===== src/rtl/ifra_pkg.sv =====
// ifra_pkg: shared types and constants for the ifra receive path.
//   IFRA_DATA_W     : ifra byte width
//   IFRA_LFSR_SEED  : reset value of the optional ack-delay LFSR
//   ifra_rcv_st_e   : receiver handshake FSM states
//   ifra_lfsr_next  : one step of the 8-bit Fibonacci LFSR (taps 8,6,5,4)
package ifra_pkg;

    localparam int unsigned IFRA_DATA_W    = 8;
    localparam logic [7:0]  IFRA_LFSR_SEED = 8'hA5;

    typedef enum logic [1:0] {
        IDLE,
        WAIT,
        ACK
    } ifra_rcv_st_e;

    // Shift toward the MSB; the new LSB is the XOR of taps 8,6,5,4 (bits 7,5,4,3).
    function automatic logic [7:0] ifra_lfsr_next(input logic [7:0] s);
        return {s[6:0], s[7] ^ s[5] ^ s[4] ^ s[3]};
    endfunction

endpackage


===== src/rtl/ifra_rcv_if.sv =====
// ifra_rcv_if: ifra req/ack byte bus.
//   req : transmitter request, held high with din stable until ack is seen
//   din : transmitter data byte
//   ack : one-cycle acknowledge from the receiver
// Modports: master = transmitter side, slave = receiver side.
interface ifra_rcv_if;
    import ifra_pkg::*;

    logic                   req;
    logic [IFRA_DATA_W-1:0] din;
    logic                   ack;

    modport master (
        output req,
        output din,
        input  ack
    );

    modport slave (
        input  req,
        input  din,
        output ack
    );

endinterface


===== src/rtl/ifra_sync_fifo.sv =====
// ifra_sync_fifo: single-clock show-ahead FIFO.
//   clk, rst : clock, synchronous active-high reset (empties the FIFO)
//   push/din : write strobe and data; ignored when full
//   pop/dout : read strobe and head data; pop ignored when empty, dout is 0 when empty
//   empty, full, level : status and occupancy
// Pointers carry one extra MSB so full and empty are distinguishable.
module ifra_sync_fifo
    import ifra_pkg::*;
#(
    parameter int unsigned DEPTH = 16,
    parameter int unsigned WIDTH = IFRA_DATA_W
) (
    input  logic                     clk,
    input  logic                     rst,
    input  logic                     push,
    input  logic [WIDTH-1:0]         din,
    input  logic                     pop,
    output logic [WIDTH-1:0]         dout,
    output logic                     empty,
    output logic                     full,
    output logic [$clog2(DEPTH):0]   level
);

    localparam int unsigned AW = $clog2(DEPTH);

    logic [AW:0]      wr_ptr_q;
    logic [AW:0]      rd_ptr_q;
    logic [WIDTH-1:0] mem [DEPTH];
    logic             push_en;
    logic             pop_en;

    always_comb begin
        empty   = (wr_ptr_q == rd_ptr_q);
        full    = (wr_ptr_q[AW] != rd_ptr_q[AW]) &&
                  (wr_ptr_q[AW-1:0] == rd_ptr_q[AW-1:0]);
        level   = wr_ptr_q - rd_ptr_q;
        push_en = push && !full;
        pop_en  = pop && !empty;
    end

    always_ff @(posedge clk) begin
        if (rst) begin
            wr_ptr_q <= '0;
            rd_ptr_q <= '0;
        end else begin
            if (push_en) begin
                wr_ptr_q <= wr_ptr_q + 1'b1;
            end
            if (pop_en) begin
                rd_ptr_q <= rd_ptr_q + 1'b1;
            end
        end
    end

    // Storage needs no reset; the pointers define which entries are live.
    always_ff @(posedge clk) begin
        if (push_en) begin
            mem[wr_ptr_q[AW-1:0]] <= din;
        end
    end

    // Forced to zero when empty so the head reads as 0 out of reset.
    always_comb begin
        dout = empty ? '0 : mem[rd_ptr_q[AW-1:0]];
    end

endmodule


===== src/rtl/ifra_rcv.sv =====
// ifra_rcv: responder (receive end) of the ifra req/ack byte interface.
//   clk      : system clock, rising edge
//   rst      : synchronous reset, active-high
//   bus      : ifra_rcv_if.slave (req/din in, ack out)
//   ack_dly  : extra cycles before ack, sampled when a beat starts
//   rd_valid : FIFO not empty
//   rd_ready : downstream pop request
//   rd_data  : FIFO head byte (show-ahead)
//   level    : FIFO occupancy
// Each accepted byte goes into an internal FIFO. Ack latency is 1+dly cycles
// after req is first sampled in IDLE.
// Build option IFRA_RCV_RAND_DLY_EN: per-beat delay becomes
// min(lfsr[DLY_W-1:0], ack_dly) from an 8-bit LFSR seeded on reset
// (requires DLY_W <= 8). Without it the delay is ack_dly exactly.
module ifra_rcv
    import ifra_pkg::*;
#(
    parameter int unsigned DEPTH = 16,
    parameter int unsigned DLY_W = 4
) (
    input  logic                   clk,
    input  logic                   rst,
    ifra_rcv_if.slave              bus,
    input  logic [DLY_W-1:0]       ack_dly,
    output logic                   rd_valid,
    input  logic                   rd_ready,
    output logic [IFRA_DATA_W-1:0] rd_data,
    output logic [$clog2(DEPTH):0] level
);

    ifra_rcv_st_e     state_q;
    ifra_rcv_st_e     state_d;
    logic [DLY_W-1:0] cnt_q;
    logic [DLY_W-1:0] cnt_d;
    logic             ack_q;
    logic [DLY_W-1:0] dly;
    logic             push;
    logic             fifo_empty;
    logic             fifo_full;

    // ---------------------------------------------------------------------
    // Per-beat delay source
    // ---------------------------------------------------------------------
`ifdef IFRA_RCV_RAND_DLY_EN
    logic [7:0] lfsr_q;

    always_ff @(posedge clk) begin
        if (rst) begin
            lfsr_q <= IFRA_LFSR_SEED;
        end else begin
            lfsr_q <= ifra_lfsr_next(lfsr_q);
        end
    end

    // ack_dly acts as the ceiling on the pseudo-random delay.
    always_comb begin
        dly = (lfsr_q[DLY_W-1:0] < ack_dly) ? lfsr_q[DLY_W-1:0] : ack_dly;
    end
`else
    always_comb begin
        dly = ack_dly;
    end
`endif

    // ---------------------------------------------------------------------
    // FSM: state register
    // ---------------------------------------------------------------------
    always_ff @(posedge clk) begin
        if (rst) begin
            state_q <= IDLE;
            cnt_q   <= '0;
            ack_q   <= 1'b0;
        end else begin
            state_q <= state_d;
            cnt_q   <= cnt_d;
            // Registered copy of "in ACK" so ack comes straight off a flop.
            ack_q   <= (state_d == ACK);
        end
    end

    // ---------------------------------------------------------------------
    // FSM: next state
    // ---------------------------------------------------------------------
    always_comb begin
        state_d = state_q;
        cnt_d   = cnt_q;
        unique case (state_q)
            IDLE: begin
                // Only this block writes the FIFO, so checking full here
                // guarantees the later push always has room.
                if (bus.req && !fifo_full) begin
                    cnt_d   = dly;
                    state_d = (dly == '0) ? ACK : WAIT;
                end
            end
            WAIT: begin
                if (!bus.req) begin
                    // Transmitter withdrew the request: drop the beat.
                    cnt_d   = '0;
                    state_d = IDLE;
                end else if (cnt_q == DLY_W'(1)) begin
                    cnt_d   = '0;
                    state_d = ACK;
                end else begin
                    cnt_d = cnt_q - DLY_W'(1);
                end
            end
            ACK: begin
                state_d = IDLE;
            end
            default: begin
                state_d = IDLE;
                cnt_d   = '0;
            end
        endcase
    end

    // ---------------------------------------------------------------------
    // FSM: outputs
    // ---------------------------------------------------------------------
    always_comb begin
        // The beat completes on the edge that ends the ACK cycle.
        push     = ack_q;
        rd_valid = !fifo_empty;
    end

    assign bus.ack = ack_q;

    // ---------------------------------------------------------------------
    // Receive FIFO
    // ---------------------------------------------------------------------
    ifra_sync_fifo #(
        .DEPTH (DEPTH),
        .WIDTH (IFRA_DATA_W)
    ) u_fifo (
        .clk   (clk),
        .rst   (rst),
        .push  (push),
        .din   (bus.din),
        .pop   (rd_ready),
        .dout  (rd_data),
        .empty (fifo_empty),
        .full  (fifo_full),
        .level (level)
    );

endmodule


===== src/flat_wrapper.sv =====
// flat-port wrapper written by rule: the top's interface ports become plain ports
module ifra_rcv_flat import ifra_pkg::*;
#(
    parameter int unsigned DEPTH = 16,
    parameter int unsigned DLY_W = 4
)
  (clk, rst, ack_dly, rd_valid, rd_ready, rd_data, level, bus_req, bus_din, bus_ack);
  ifra_rcv_if bus_i ();
  input  logic clk;
  input  logic rst;
  input  logic [DLY_W-1:0] ack_dly;
  output logic rd_valid;
  input  logic rd_ready;
  output logic [IFRA_DATA_W-1:0] rd_data;
  output logic [$clog2(DEPTH):0] level;
  input wire logic [$bits(bus_i.req)-1:0] bus_req;
  input wire logic [$bits(bus_i.din)-1:0] bus_din;
  output wire logic [$bits(bus_i.ack)-1:0] bus_ack;
  assign bus_i.req = bus_req;
  assign bus_i.din = bus_din;
  assign bus_ack = bus_i.ack;
  ifra_rcv #(.DEPTH(DEPTH), .DLY_W(DLY_W)) u_core (.clk(clk), .rst(rst), .bus(bus_i), .ack_dly(ack_dly), .rd_valid(rd_valid), .rd_ready(rd_ready), .rd_data(rd_data), .level(level));
endmodule

===== config.mk =====
export PLATFORM = sky130hd
export DESIGN_NAME = ifra_rcv_flat
export DESIGN_NICKNAME = d
export VERILOG_FILES = /design/src/rtl/ifra_pkg.sv /design/src/rtl/ifra_rcv_if.sv /design/src/rtl/ifra_sync_fifo.sv /design/src/rtl/ifra_rcv.sv /design/src/flat_wrapper.sv
export SDC_FILE = /design/constraint.sdc
export NUM_CORES = 1
export LEC_CHECK = 0
export CAP_MARGIN = 25
export CORE_MARGIN = 3
export CORE_UTILIZATION = 35
export CTS_CLUSTER_DIAMETER = 40
export CTS_CLUSTER_SIZE = 12
export DETAILED_ROUTE_END_ITERATION = 8
export GPL_ROUTABILITY_DRIVEN = 0
export PLACE_DENSITY_LB_ADDON = 0.2
export SYNTH_ARGS = -nofsm -noshare
export SYNTH_HDL_FRONTEND = slang
export SYNTH_SLANG_ARGS = --single-unit

===== constraint.sdc =====
create_clock -name clk -period 5.53 [get_ports clk]
set_input_delay 0.8295 -clock clk [delete_from_list [all_inputs] [get_ports clk]]
set_output_delay 0.8295 -clock clk [all_outputs]
set_load 0.1 [all_outputs]

==> impl_metrics.ini, run 1 <==
[route]
drtAntennaViolNets = 0
drc = 0
firstDrtPassIters = 5
drtIter0Drc = 261
num_vias = 3120
viasPerCell = 5.024
post_drt_wl_per_cell_um = 19.34
drt-total-wl_mm = 12.01

[place]
io_buffer_count = 30
dp_hpwl_mm = 7.766
pre_cts_ws_ps = 1540

[hold_path]
min_path_type = flip-flop to flip-flop
holdCritStartpoint = u_core.cnt_q[2]$_SDFFE_PP0P_

[logic_synthesis]
synth.distinct_cells = 47
synth_top_family_by_area = multiplexers
synth-simple-area-share_pct = 4.523
ys_seq_area_share_pct = 69.44
yosysWarnings = 0
synth_mux_area_share_pct = 14.67
ys_top_cells_by_area = edfxtp_1 (63%), mux4_2 (12%), dfxtp_1 (6.8%)
synth_edf_count = 128
postSynthAreaPerCell_sq_um = 17.80
async_flop_share_pct = 0
syn_inst = 345
yosysMostFrequentCell = edfxtp_1
syn-cell-area_sq_mm = 0.006141
synth_top_area_share_pct = 62.59
synth_adder_area_share_pct = 2.567
synthXorXnorAreaFrac_pct = 1.976
synth_area_leader_cell = edfxtp_1
ys.flop_type = edfxtp_1
synth_compound_area_share_pct = 4.421
synth-seq-cells = 149
synth_commonest_cells = edfxtp_1 (128), mux4_2 (32), nor2_1 (22), dfxtp_1 (21), mux2i_1 (18)
syn_nets = 373

[finish]
syn_to_final_growth_pct = 19.17
drive_above_1_share_pct = 18.95
nets = 416
final_util_pct = 43.36
antenna-diode-count = 0

[global_routing]
grt_max_degree = 33
overflow = 0
grt_usage_pct = 13.18
grt_antenna_before_repair = 0
grt_pass1_vias = 3352
grt_first_pass_wirelength_mm = 18.91

[cts]
clock_latency_ps = 420
path_clk_slew_ps = 60
cts_hold_buffers = 0
cts_tree = built
cts_setup_buffers = 0
cts-resized-gates = 0
htreeDepth = 4
cts_inserted_buffers = 17
root_buffer = clkbuf_16
cts_max_path_buffers = 2
clock_sinks = 149

[setup_path]
criticalPathCategory = flip-flop to output pin
startpoint = u_core.u_fifo.wr_ptr_q[2]$_SDFFE_PP0P_
endpoint_kind = output pin
worstPathRequired_ps = 4700
cp-start-kind = flip-flop
r2r-start = u_core.u_fifo.wr_ptr_q[2]$_SDFFE_PP0P_
crit_arrival_ps = 3570
critPathMaxFanout = 10

[power]
p_per_area_mw_per_mm2 = 350.9
leakage_nw = 2.286
finalPower_w = 0.002568
vdd_drop_max_mv = 0.2198

[die]
die_height_um = 138.5
dieArea_sq_mm = 0.01917
start_util_pct = 36.39
io_pins = 31
core_area_sq_mm = 0.01688
die_x_um = 138.5
row_count = 47

[status]
outcome = finished, final reports clean

[timing]
fin_skew_ps = 6.330
tns_ps = 0
setup_violations = 0
rsz0062_at_grt = false
period_minus_slack_ps = 4396
layout_worst_path_cycle_share_pct = 79.49
timing.final.ws_setup_ps = 1134
fmax_ghz = 0.2275
timing.slew.headroom_pct = 31.63
worst_pin_slew_ps = 1022
final_hold_viol_count = 0
slew_violations = 0

[run]
cap_violations = 0
[kinds of logic (layout without fill, tap and decap cells)]
| group | Yosys count | in the layout |
|---|---|---|
| DFF | 149 | 149 |
| and+or+nand+nor | 57 | 57 |
| muxes | 50 | 50 |
| AOI/OAI and AO/OA | 37 | 37 |
| buffers and inverters | 27 | 83 |
| xor gates and xnor gates | 13 | 13 |
| adders and majority gates | 12 | 12 |
[cells in the final DEF, fill, tap and decap left out, types with 11 or more instances in the layout]
| cell type | netlist | routed |
|---|---|---|
| dfxtp_1 | 21 | 20 |
| edfxtp_1 | 128 | 128 |
| mux2i_1 | 18 | 18 |
| clkbuf_16 | 0 | 17 |
| clkdlybuf4s50_1 | 0 | 30 |
| mux4_2 | 32 | 32 |
| inv_1 | 12 | 12 |
| ha_1 | 11 | 11 |
| nor2_1 | 22 | 22 |
[cell type report]
type                       count  area, sq um
inverter                      13        48.80
clock inverter                12        202.7
fill                        1475         9559
multi-input combinational    169         1729
tap                          220        275.3
clock buffer                  20        436.7
sequential                   149         4265
timing repair buffer          38        360.3
[through the flow]
stage                     cells  cell area (sq um)  hold slack (ps)
final                       621               7318            517.5
after global routing        621               7318            576.1
after global placement      588               6671            500.8
after floorplan             345               6141            477.6
after detailed placement    588               6671            512.3
after CTS                   620               7311            525.3
[where the power goes]
part | internal [W] | switching [W] | total (W)
sequential | 0.00122 | 0.00000621 | 0.00123
clock | 0.000802 | 0.000429 | 0.00123
combinational | 0.0000388 | 0.0000679 | 0.000107
total | 0.00206 | 0.000504 | 0.00257
[sequential cells by signal (all words and copies together) (netlist names), named ones only]
name and cells:
u_core.cnt_q 4, u_core.bus.ack 1, u_core.u_fifo.rd_ptr_q 5, u_core.u_fifo.wr_ptr_q 5
u_core.u_fifo.mem 128, u_core.state_q 2
[routing by layer]
metal  GRT usage [%]  vias up  wire, um
met2           21.35       56      5973
met1           17.07     1588      5392
met4           5.304        0       194
li1                -     1458         -
met3           3.349       18       451
met5               0        -         0
[worst max-delay path: stages, from the launching register on]
cell and delay [ps]:
dfxtp_1 540, ha_1 350, nand4_2 280, or2_2 220, nand2b_1 260, o22ai_1 310, clkdlybuf4s50_1 1180
[path summary, 6_finish.rpt]
kind                                        endpoint  slack, ps  cells past startpoint
setup / recovery                          rd_data[6]       1130                      6
hold / removal          u_core.cnt_q[2]$_SDFFE_PP0P_        520                      2
setup reg to reg  u_core.u_fifo.mem[10][2]$_DFFE_PP_       2760                      5
hold reg to reg         u_core.cnt_q[2]$_SDFFE_PP0P_        520                      2
Power figures use the tool's default switching activity.
==> inputs of run 2 (changes only) <==
Clock period 5.53 ns to 3.9 ns, I/O delays scaled along.
==> run 2 against run 1 <==
  * Final area decreased by 1.4%
  * Critical path depth unchanged
  * Die area unchanged
  * Critical endpoint is now rd_data[7]
  * Utilization is 0.62 points lower
  * Critical path type unchanged
  * First-iteration DRC count is 26% lower
  * Largest power group unchanged
==> impl_metrics.ini, run 2 (synthesis results as in run 1) <==
[route]
num_vias = 3121
drc = 0
viasPerCell = 4.994
drtIter0Drc = 194
firstDrtPassIters = 5
drtAntennaViolNets = 0
post_drt_wl_per_cell_um = 19.80
drt-total-wl_mm = 12.37

[setup_path]
crit_arrival_ps = 2730
cp-start-kind = flip-flop
r2r-end = u_core.u_fifo.mem[14][4]$_DFFE_PP_
criticalPathCategory = flip-flop to output pin
endpoint_kind = output pin
ff2ff_path_depth = 5
critPathMaxFanout = 10
r2r-start = u_core.u_fifo.wr_ptr_q[2]$_SDFFE_PP0P_
worstPathRequired_ps = 3310
r2r_setup_slack_ps = 1220

[timing]
worst_pin_slew_ps = 973.7
tns_ps = 0
layout_worst_path_cycle_share_pct = 85.04
timing.slew.headroom_pct = 34.88
setup_violations = 0
final_hold_viol_count = 0
period_minus_slack_ps = 3317
slew_violations = 0
rsz0062_at_grt = false
fmax_ghz = 0.3015
fin_skew_ps = 4.497

[global_routing]
grt_antenna_before_repair = 0
grt_usage_pct = 13.36
grt_first_pass_wirelength_mm = 19.00
overflow = 0
grt_pass1_vias = 3249
grt_max_degree = 33

[hold_path]
holdCritStartpoint = u_core.cnt_q[2]$_SDFFE_PP0P_
hold_depth = 2
hold_end = u_core.cnt_q[2]$_SDFFE_PP0P_
min_path_type = flip-flop to flip-flop

[finish]
final_util_pct = 42.75
final_cell_mix = edfxtp_1 (128), mux4_2 (32), buf_4 (27)
layout_commonest_cell = edfxtp_1
antenna-diode-count = 0
nets = 423
syn_to_final_growth_pct = 17.48
largest_reg_flops = 128
drive_above_1_share_pct = 21.73

[cts]
cts-resized-gates = 0
path_clk_slew_ps = 50
clock_sinks = 149
cts_setup_buffers = 0
root_buffer = clkbuf_16
cts_hold_buffers = 0
htreeDepth = 4
cts_inserted_buffers = 17
cts_max_path_buffers = 2
cts_tree = built
clock_latency_ps = 400

[status]
outcome = finished, final reports clean

[die]
die_height_um = 138.5
io_pins = 31
core_area_sq_mm = 0.01688
dieArea_sq_mm = 0.01917
start_util_pct = 36.39
die_x_um = 138.5
row_count = 47

[power]
p_per_area_mw_per_mm2 = 457.4
leakage_nw = 2.288
vdd_drop_max_mv = 0.2759

[run]
cap_violations = 0

[place]
dp_hpwl_mm = 7.882
io_buffer_count = 30
run 2: cell type report:
type / instances / area (sq um)
Fill cell: 1501 / 9663
Sequential cell: 149 / 4265
Multi-Input combinational cell: 169 / 1729
Clock buffer: 21 / 440.4
Timing Repair Buffer: 45 / 392.9
Tap cell: 220 / 275.3
Clock inverter: 8 / 62.56
Inverter: 13 / 48.80
run 2: routing by layer:
metal | GRT usage [%] | share of wire, % | wire, um | vias to the layer above
li1 | - | - | - | 1467
met1 | 17.33 | 45 | 5579 | 1578
met2 | 21.45 | 49 | 6108 | 64
met3 | 4.489 | 3.8 | 470 | 12
met4 | 4.056 | 1.7 | 214 | 0
met5 | 0 | 0 | 0 | -
run 2: where the power goes:
group / switching [W] / leakage (nW) / internal, W
registers: 0.00000770 / 1.32 / 0.00174
logic: 0.0000980 / 0.724 / 0.0000544
clock network: 0.000550 / 0.243 / 0.000853
run 2: how the worst max path moves through the flow:
| stage | start | to | slack, ps | cells past startpoint |
|---|---|---|---|---|
| final | u_core.u_fifo.wr_ptr_q[2]$_SDFFE_PP0P_ | rd_data[7] | 580 | 6 |
| after global routing | u_core.u_fifo.wr_ptr_q[2]$_SDFFE_PP0P_ | rd_data[2] | 400 | 6 |
| after CTS | u_core.u_fifo.wr_ptr_q[2]$_SDFFE_PP0P_ | rd_data[7] | 550 | 6 |
| after detailed placement | u_core.u_fifo.wr_ptr_q[2]$_SDFFE_PP0P_ | rd_data[7] | 1000 | 6 |
| after global placement | u_core.u_fifo.wr_ptr_q[2]$_SDFFE_PP0P_ | rd_data[1] | 1060 | 6 |
| after floorplan | u_core.u_fifo.wr_ptr_q[0]$_SDFFE_PP0P_ | rd_data[6] | 30 | 6 |
run 2: stage by stage:
stage | instances | setup slack, ps | hold slack, ps | instance area, sq um | total power [W]
after detailed placement | 596 | 996.3 | 501.4 | 6711 | 0.001931
after floorplan | 345 | 25.74 | 477.6 | 6141 | 0.001873
after global placement | 596 | 1064 | 501.4 | 6711 | 0.001929
final | 625 | 583.3 | 516.6 | 7214 | 0.003300
after CTS | 625 | 551.7 | 513.1 | 7214 | 0.003341
after global routing | 625 | 402.0 | 546.3 | 7214 | 0.003420
run 2: worst max-delay path, cell delays in order, from the launching register on:
cell and delay (ps):
dfxtp_1 400, ha_1 410, nand4_2 330, or2_2 450, nand2b_1 320, o22ai_1 160, buf_4 250
